### config.mk
export PLATFORM = sky130hd
export DESIGN_NAME = muldiv_unit
export DESIGN_NICKNAME = d
export VERILOG_FILES = /design/src/rtl/muldiv_unit.sv
export SDC_FILE = /design/constraint.sdc
export NUM_CORES = 1
export LEC_CHECK = 0
export CORE_ASPECT_RATIO = 2
export CORE_MARGIN = 2
export CORE_UTILIZATION = 30
export DETAILED_ROUTE_END_ITERATION = 7
export SLEW_MARGIN = 40
export SYNTH_ARGS = -nofsm -noshare
export SYNTH_HDL_FRONTEND = slang
export SYNTH_SLANG_ARGS = --single-unit
export TNS_END_PERCENT = 20
### constraint.sdc
create_clock -name clk -period 5.05 [get_ports clk]
set_clock_uncertainty 0.1 [all_clocks]
set_input_delay 1.01 -clock clk [delete_from_list [all_inputs] [get_ports clk]]
set_output_delay 1.01 -clock clk [all_outputs]
set_load 0.01 [all_outputs]
### src/rtl/muldiv_unit.sv
// muldiv_unit: iterative RISC-V M-extension multiply/divide unit.
// Multiplication uses shift-add over operand magnitudes. Division uses
// restoring radix-2 over operand magnitudes. Both run for n iterations.
// Divide-by-zero and signed overflow skip the iteration and finish at once.
module muldiv_unit #(
  parameter int n  = 32,
  parameter int TW = 2
) (
  input  logic          clk,
  input  logic          reset,
  input  logic          req_valid,
  output logic          req_ready,
  input  logic [2:0]    req_op,
  input  logic [n-1:0]  req_a,
  input  logic [n-1:0]  req_b,
  input  logic [TW-1:0] req_tag,
  input  logic          flush,
  output logic          resp_valid,
  input  logic          resp_ready,
  output logic [n-1:0]  resp_data,
  output logic [TW-1:0] resp_tag
);

  typedef enum logic [1:0] {IDLE, CALC, DONE} state_t;

  state_t         state, state_nxt;
  logic [2:0]     op_q;
  logic           q_neg, r_neg;
  logic [n-1:0]   opnd;
  logic [2*n-1:0] prod;
  logic [5:0]     cnt;
  logic           last_q;

  logic           accept;
  logic           sign_a, sign_b, is_div, special;
  logic [n-1:0]   mag_a, mag_b, special_data;
  logic [n:0]     mul_sum, rem_sh, div_diff;
  logic [2*n-1:0] mul_nxt, div_nxt, full_prod;
  logic [n-1:0]   quo, rmd, result;

  assign accept = (state == IDLE) && req_valid && !flush;

  // Decode signedness, take operand magnitudes and detect the early-exit divide cases
  always_comb begin
    sign_a       = req_a[n-1] && (req_op != 3'd3) && (req_op != 3'd5) && (req_op != 3'd7);
    sign_b       = req_b[n-1] && (req_op == 3'd0 || req_op == 3'd1 || req_op == 3'd4 || req_op == 3'd6);
    mag_a        = sign_a ? -req_a : req_a;
    mag_b        = sign_b ? -req_b : req_b;
    is_div       = req_op[2];
    special      = 1'b0;
    special_data = '0;
    if (is_div && (req_b == '0)) begin
      special      = 1'b1;
      special_data = req_op[1] ? req_a : '1;
    end else if (is_div && !req_op[0] && (req_a == {1'b1, {(n-1){1'b0}}}) && (req_b == '1)) begin
      special      = 1'b1;
      special_data = req_op[1] ? '0 : req_a;
    end
  end

  // One shift-add multiply step and one restoring divide step on the shared product register
  always_comb begin
    mul_sum  = {1'b0, prod[2*n-1:n]} + (prod[0] ? {1'b0, opnd} : {(n+1){1'b0}});
    mul_nxt  = {mul_sum, prod[n-1:1]};
    rem_sh   = {prod[2*n-1:n], prod[n-1]};
    div_diff = rem_sh - {1'b0, opnd};
    if (!div_diff[n])
      div_nxt = {div_diff[n-1:0], prod[n-2:0], 1'b1};
    else
      div_nxt = {rem_sh[n-1:0], prod[n-2:0], 1'b0};
  end

  // Apply result signs and select the half of the product register that the op returns
  always_comb begin
    full_prod = q_neg ? -prod : prod;
    quo       = q_neg ? -prod[n-1:0] : prod[n-1:0];
    rmd       = r_neg ? -prod[2*n-1:n] : prod[2*n-1:n];
    case (op_q)
      3'd0:                result = full_prod[n-1:0];
      3'd1, 3'd2, 3'd3:    result = full_prod[2*n-1:n];
      3'd4, 3'd5:          result = quo;
      default:             result = rmd;
    endcase
  end

  // State register
  always_ff @(posedge clk or posedge reset) begin
    if (reset) state <= IDLE;
    else       state <= state_nxt;
  end

  // Next-state logic; flush overrides every other transition
  always_comb begin
    state_nxt = state;
    if (flush) begin
      state_nxt = IDLE;
    end else begin
      case (state)
        IDLE:    if (req_valid) state_nxt = special ? DONE : CALC;
        CALC:    if (last_q) state_nxt = DONE;
        DONE:    if (resp_ready) state_nxt = IDLE;
        default: state_nxt = IDLE;
      endcase
    end
  end

  // Handshake outputs decoded from state
  always_comb begin
    req_ready  = (state == IDLE);
    resp_valid = (state == DONE);
  end

  // Datapath: latch the op at acceptance, iterate n times, then capture the result
  always_ff @(posedge clk or posedge reset) begin
    if (reset) begin
      op_q      <= '0;
      q_neg     <= 1'b0;
      r_neg     <= 1'b0;
      opnd      <= '0;
      prod      <= '0;
      cnt       <= '0;
      last_q    <= 1'b0;
      resp_data <= '0;
      resp_tag  <= '0;
    end else if (accept) begin
      op_q     <= req_op;
      resp_tag <= req_tag;
      q_neg    <= sign_a ^ sign_b;
      r_neg    <= sign_a;
      opnd     <= is_div ? mag_b : mag_a;
      prod     <= {{n{1'b0}}, (is_div ? mag_a : mag_b)};
      cnt      <= '0;
      last_q   <= 1'b0;
      if (special) resp_data <= special_data;
    end else if ((state == CALC) && !flush) begin
      if (!last_q) begin
        prod   <= op_q[2] ? div_nxt : mul_nxt;
        last_q <= (cnt == 6'(n-1));
        if (cnt != 6'(n-1)) cnt <= 6'(cnt + 6'd1);
      end else begin
        resp_data <= result;
      end
    end
  end

endmodule

### Yosys cells after proc, flatten, opt, wreduce, memory -nomap -nowiden

Cells that the tools add are included.

* equality and inequality tests: 22
* add/subtract/negate cells: 8
* mux-type cells: 37
* bitwise operators: 1
* reductions and logical operators: 29

Operators with widths (number)
* 32-bit 2-to-1 mux: 15
* 64-bit 2-to-1 mux: 6
* 32-bit negator: 4
* 32-bit case mux with 3 select lines: 1
* 32-bit == test (second input constant): 2
* 64-bit negator: 1
* 32-bit by 32-bit adder with 33-bit output: 1
* 33-bit by 32-bit subtractor with 33-bit output: 1
* 32-bit zero test: 1
* 6-bit 2-to-1 mux: 4
* 3-bit == test (second input constant): 4
* 1-bit logical AND: 11
* 2-bit 2-to-1 mux: 5
* 3-bit by 2-bit != test with 1-bit output (second input constant): 3
* 3-bit != test (second input constant): 3
* 3-bit AND reduction: 3
* 6-bit by 1-bit adder with 6-bit output (second input constant): 1
* 3-bit by 1-bit == test with 1-bit output (second input constant): 2
* 3-bit by 2-bit == test with 1-bit output (second input constant): 2
* 6-bit by 5-bit == test with 1-bit output (second input constant): 1
* 3-bit zero test: 2
* 6-bit by 5-bit != test with 1-bit output (second input constant): 1
* 2-bit case mux with 3 select lines: 1
* 2-bit nonzero test: 3
* 11 further kinds: 19

* register bits: 144
* input bits: 74
* word-level logic and storage cells: 107
* output and inout bits: 36

### Longest topological paths before layout

Gate-level depths: netlist of the first run.

* word-level depth: 10
* mapped depth: 15
* mapped depth without buffers: 13

### Worst setup path after synthesis of the first run

Ideal clock, no wire load.

* kind: input-to-reg
* start: input port req_b[1]
* end: register resp_data[14]
* path slack: 1385 ps
* stages on the path: 12
* library setup time: 95 ps
* buffers on the path: 2
* data required time: 4855 ps
* arrival time: 3470 ps
* cells stage by stage: inv_1 > ha_1 > or3b_2 > nor3_1 > and4_1 > clkbuf_1 > and2_1 > nand2_1 > o21ai_0 > clkbuf_1 > a21oi_1 > o31ai_1

* longest elaborated chain between the ends: 6
* elaborated cells between the ends (all ways): 12
* classes of those cells: eq/ne: 2; mux: 6; reduce/logical: 4

Ends and longest elaborated chain
* start: declaration: line 15 `input logic [n-1:0] req_b,`
* 32-bit == test: line 55 `end else if (is_div && !req_op[0] && (req_a == {1'b1, {(n-1){1'b0}}}) && (req_b == '1)) begin`
* 1-bit logical AND: line 55
* 1-bit 2-to-1 mux or 32-bit 2-to-1 mux (tied branches): line 55
* 1-bit 2-to-1 mux or 32-bit 2-to-1 mux (tied branches): line 52 `if (is_div && (req_b == '0)) begin`
* 2-bit by 1-bit != test with 1-bit output (no source line) or 32-bit 2-to-1 mux (tied branches)
* 3-bit AND reduction (no source line) or 32-bit 2-to-1 mux (tied branches)
* end signal: assignment: line 134 `if (special) resp_data <= special_data;`
* end signal: assignment: line 141 `resp_data <= result;`
* end: declaration: line 20 `output logic [n-1:0] resp_data,`

Several ways; a longest one is shown, not always the timed one. The select of a mux whose other input is x is not followed.
A chain may end at the register's enable or synchronous reset.

### Worst setup path after layout of the first run

* start: register prod[14]
* end: register resp_data[18]

* longest elaborated chain between the ends: 6
* elaborated cells between the ends (all ways): 8
* classes of those cells: add/sub: 2; mux: 6

Ends and longest elaborated chain
* start: declaration: line 30 `logic [2*n-1:0] prod;`
* start signal: assignment: line 131 `prod <= {{n{1'b0}}, (is_div ? mag_a : mag_b)};`
* start signal: assignment: line 137 `prod <= op_q[2] ? div_nxt : mul_nxt;`
* 64-bit negator or 32-bit negator (tied branches): line 75, 76
* 64-bit 2-to-1 mux or 32-bit 2-to-1 mux (tied branches): line 75, 76
* 32-bit case mux with 3 select lines (*): line 78 `case (op_q)`
* 32-bit 2-to-1 mux (*): line 136 `if (!last_q) begin`
* 32-bit 2-to-1 mux (*): line 135 `end else if ((state == CALC) && !flush) begin`
* 32-bit 2-to-1 mux (*): line 125 `end else if (accept) begin`

Every way passes the cells marked *; elsewhere a longest branch is shown, timed or not. The select of a mux whose other input is x is not followed.

==> results of run 1 <==
## worst reg2reg max path: stages (launching register included)
cell	delay (ns)
dfrtp_1	0.47
or4_4	0.59
or4b_4	0.53
or4_4	0.62
nor2_2	0.49
nand3_1	0.29
o21ai_0	0.28
xnor2_1	0.17
a211oi_1	0.51
o31ai_1	0.14
## per-layer routing
| layer | track usage | wire length, um | up-vias |
|---|---|---|---|
| met4 | 0.286 | 8990 | 2 |
| met2 | 0.484 | 35900 | 581 |
| li1 | - | - | 7475 |
| met3 | 0.0317 | 2830 | 248 |
| met1 | 0.245 | 22400 | 7626 |
| met5 | 0 | 9 | - |
## layout by cell type (no fill, tap or decap), drive strengths merged, types with 17 or more instances in the layout
cell	Yosys	final
or3	19	19
buf	22	56
a21oi	196	196
a211oi	17	17
nand3	30	30
nand4	23	23
clkbuf	126	17
a31oi	20	20
nand2b	19	19
clkdlybuf4s50	0	108
a22oi	21	21
ha	70	70
a21o	30	30
inv	65	72
nor2	201	201
mux2i	52	52
o211ai	57	57
xor2	92	92
nor3	44	44
dfrtp	144	144
o31ai	43	43
o21ai	209	209
or4	22	22
xnor2	95	95
nand2	223	223
## flip-flops by register name (all words and copies together) (netlist names)
register / cells
q_neg: 1
resp_data: 32
op_q: 3
resp_tag: 2
last_q: 1
prod: 64
cnt: 6
opnd: 32
state: 2
r_neg: 1
## cell type report
| class | count | area share |
|---|---|---|
| Tap cell | 643 | 0.0461 |
| Clock buffer | 17 | 0.0244 |
| Timing Repair Buffer | 164 | 0.0882 |
| Inverter | 65 | 0.0143 |
| Antenna cell | 1 | 0.000143 |
| Multi-Input combinational cell | 1685 | 0.609 |
| Clock inverter | 15 | 0.0114 |
| Sequential cell | 144 | 0.207 |
## worst max path at each step
| stage | slack (ns) | cells past startpoint | endpoint |
|---|---|---|---|
| after floorplan | 0.07 | 1 | cnt[0]$_DFFE_PP0P_ |
| after global placement | 0.67 | 12 | resp_data[8]$_DFFE_PP0P_ |
| after detailed placement | 0.65 | 12 | resp_data[0]$_DFFE_PP0P_ |
| after CTS | 0.76 | 9 | resp_data[18]$_DFFE_PP0P_ |
| after global routing | 0.56 | 9 | resp_data[18]$_DFFE_PP0P_ |
| final | 0.74 | 9 | resp_data[18]$_DFFE_PP0P_ |
## power groups by stage
stage	logic (mW)	clock network (mW)	registers, mW
4_1_cts	7.70	1.43	2.40
3_5_place_dp	7.65	0	2.42
2_1_floorplan	5.27	0	2.02
3_3_place_gp	7.62	0	2.41
6_report	7.88	1.41	2.42
5_1_grt	8.46	1.47	2.47
## cells by family (layout without fill, tap and decap cells)
family | Yosys count | count (layout) | synth area share
and+or+nand+nor | 677 | 677 | 0.213
buffers and inverters | 213 | 261 | 0.0543
AOI/OAI and AO/OA | 696 | 696 | 0.287
other | 0 | 1 | 0
adders and majority gates | 72 | 72 | 0.0611
muxes | 53 | 53 | 0.0354
DFF | 144 | 144 | 0.240
xor gates and xnor gates | 187 | 187 | 0.109
## stage by stage
step	utilization	hold WS, ns	setup slack (ns)	cells	total power [mW]
after floorplan	-	0.350	0.0737	2042	7.29
after global placement	0.340	0.358	0.672	2701	10.0
after CTS	0.353	0.382	0.764	2733	11.5
after global routing	0.354	0.404	0.563	2733	12.4
final	0.354	0.380	0.737	2734	11.7
after detailed placement	0.341	0.366	0.649	2701	10.1
==> results_dict.tcl, run 1 <==
set metrics [dict create \
    status "completed" \
    path_buf_inv 0 \
    place_hpwl_um 55800 \
    critical_path_class "reg2reg" \
    design_area_sq_mm 0.0175 \
    post_synth.cell_area_avg_sq_um 7.35 \
    clockPowerShare 0.120 \
    cts_tree "built" \
    synth_area_leaders "dfrtp_1, o21ai_0, a21oi_1" \
    rows 115 \
    ys_ff_latch 144 \
    routedWlPerCell_um 25.6 \
    min_from "resp_tag[0]$_DFFE_PP0P_" \
    async_reset_ff_frac 1.00 \
    crit_start "prod[14]$_DFFE_PP0P_" \
    grt_antenna_before_repair 2 \
    wl_um 70100 \
    yosysMostFrequentCell "nand2_1" \
    clockBufferDepth 2 \
    synthToLayoutAreaGrowth_pct 16.3 \
    synth_cell_types 69 \
    reg2reg_depth 9 \
    start_util 0.304 \
    synth_edf_count 0 \
    cp_data_required_time_ns 5.29 \
    r2r_setup_slack_ns 0.74 \
    path_delay_family "simple AND/OR/NAND/NOR gates" \
    netlist_instances 2042 \
    cp.arrival_ns 4.55 \
    peakVddDrop_v 0.000356 \
    fill_cells 5179 \
    grt_max_degree 83 \
    io_buffers 109 \
    switching_share 0.544 \
    first_iter_violations 1023 \
    cts_buffers 17 \
    multi_input_area_sq_mm 0.0106 \
    hold_class "reg2reg" \
    nNetsFinal 2223 \
    via_count 15900 \
    worst_slew_pin_slew_ns 0.993 \
    netlist_top_cells_count "nand2_1, o21ai_0, nor2_1, a21oi_1, dfrtp_1" \
    drc 0 \
    rsz0062_at_grt "false" \
    power_frac_seq 0.207 \
    io_pins 110 \
    internal-power_mw 5.34 \
    regToRegStartpoint "prod[14]$_DFFE_PP0P_" \
    hold-path-cell-count 2 \
    powerDensity_mw_per_mm2 672 \
    fin_crit_ns 4.31 \
    seq_area_frac_synth 0.240 \
    core_area_sq_mm 0.0494 \
    cp_slowest_cell "or4_4" \
    period_share 0.854 \
    clk_latency_ns 0.48 \
    power_frac_comb 0.673 \
    routabilityCongestion 0.997 \
    synth_area_sq_mm 0.0150 \
    drv_slew 0 \
    cts.sinks 144 \
    die_area_sq_mm 0.0519 \
    max_stage_delay_ns 0.62 \
    htreeDepth 4 \
    cp_common_cell "or4_4" \
    ctsHoldBuffers 0 \
    crit_chain "or4_4 > or4b_4 > or4_4 > nor2_2 > nand3_1 > o21ai_0 > xnor2_1 > a211oi_1 > o31ai_1" \
    gr-usage-all-layers 0.268 \
    gr-total-overflow 0 \
    cts_setup_buffers 0 \
    synth_top_cell_area_share 0.240 \
    tns_ns 0 \
    crit_fanout 7 \
    chipWidth_um 162 \
    placed_area_sq_mm 0.0168 \
    synth_nets 2188 \
    yosys_warnings 0 \
    firstDrtPassIters 5 \
    die_height_um 320 \
    max_slew_margin 0.333 \
    grt_pass1_vias 15800 \
    r2r-end "resp_data[18]$_DFFE_PP0P_" \
    grt_pass1_wl_um 102000 \
    fmax_ghz 0.232 \
    hold_viol_final 0 \
    leakagePower_nw 7.23 \
    start_kind "flop" \
    drive_above_1_share 0.0579 \
    end_kind "flop" \
    synthFlopType "dfrtp_1" \
    cap_violations 0 \
    p_sw_mw 6.37 \
    via_per_inst 5.83 \
    setup_viol 0 \
    synth_top_cell_by_area "dfrtp_1" \
    regArea_sq_mm 0.00361 \
    path_clk_slew_ns 0.07 \
    cts_resized 0 \
    ant_nets 0 \
    root_buffer "clkbuf_16" \
    worstHoldEndpoint "resp_tag[0]$_DFFE_PP0P_" \
]
Power figures use the tool's default switching activity.
==> run 2, diff against run 1 <==
Settings changed: ABC_CLOCK_PERIOD_IN_PS set to 5050, CTS_CLUSTER_DIAMETER set to 80, CTS_CLUSTER_SIZE set to 25.
==> results of run 2 <==
No change in the layout: final DEF, timing and power equal those of run 1.
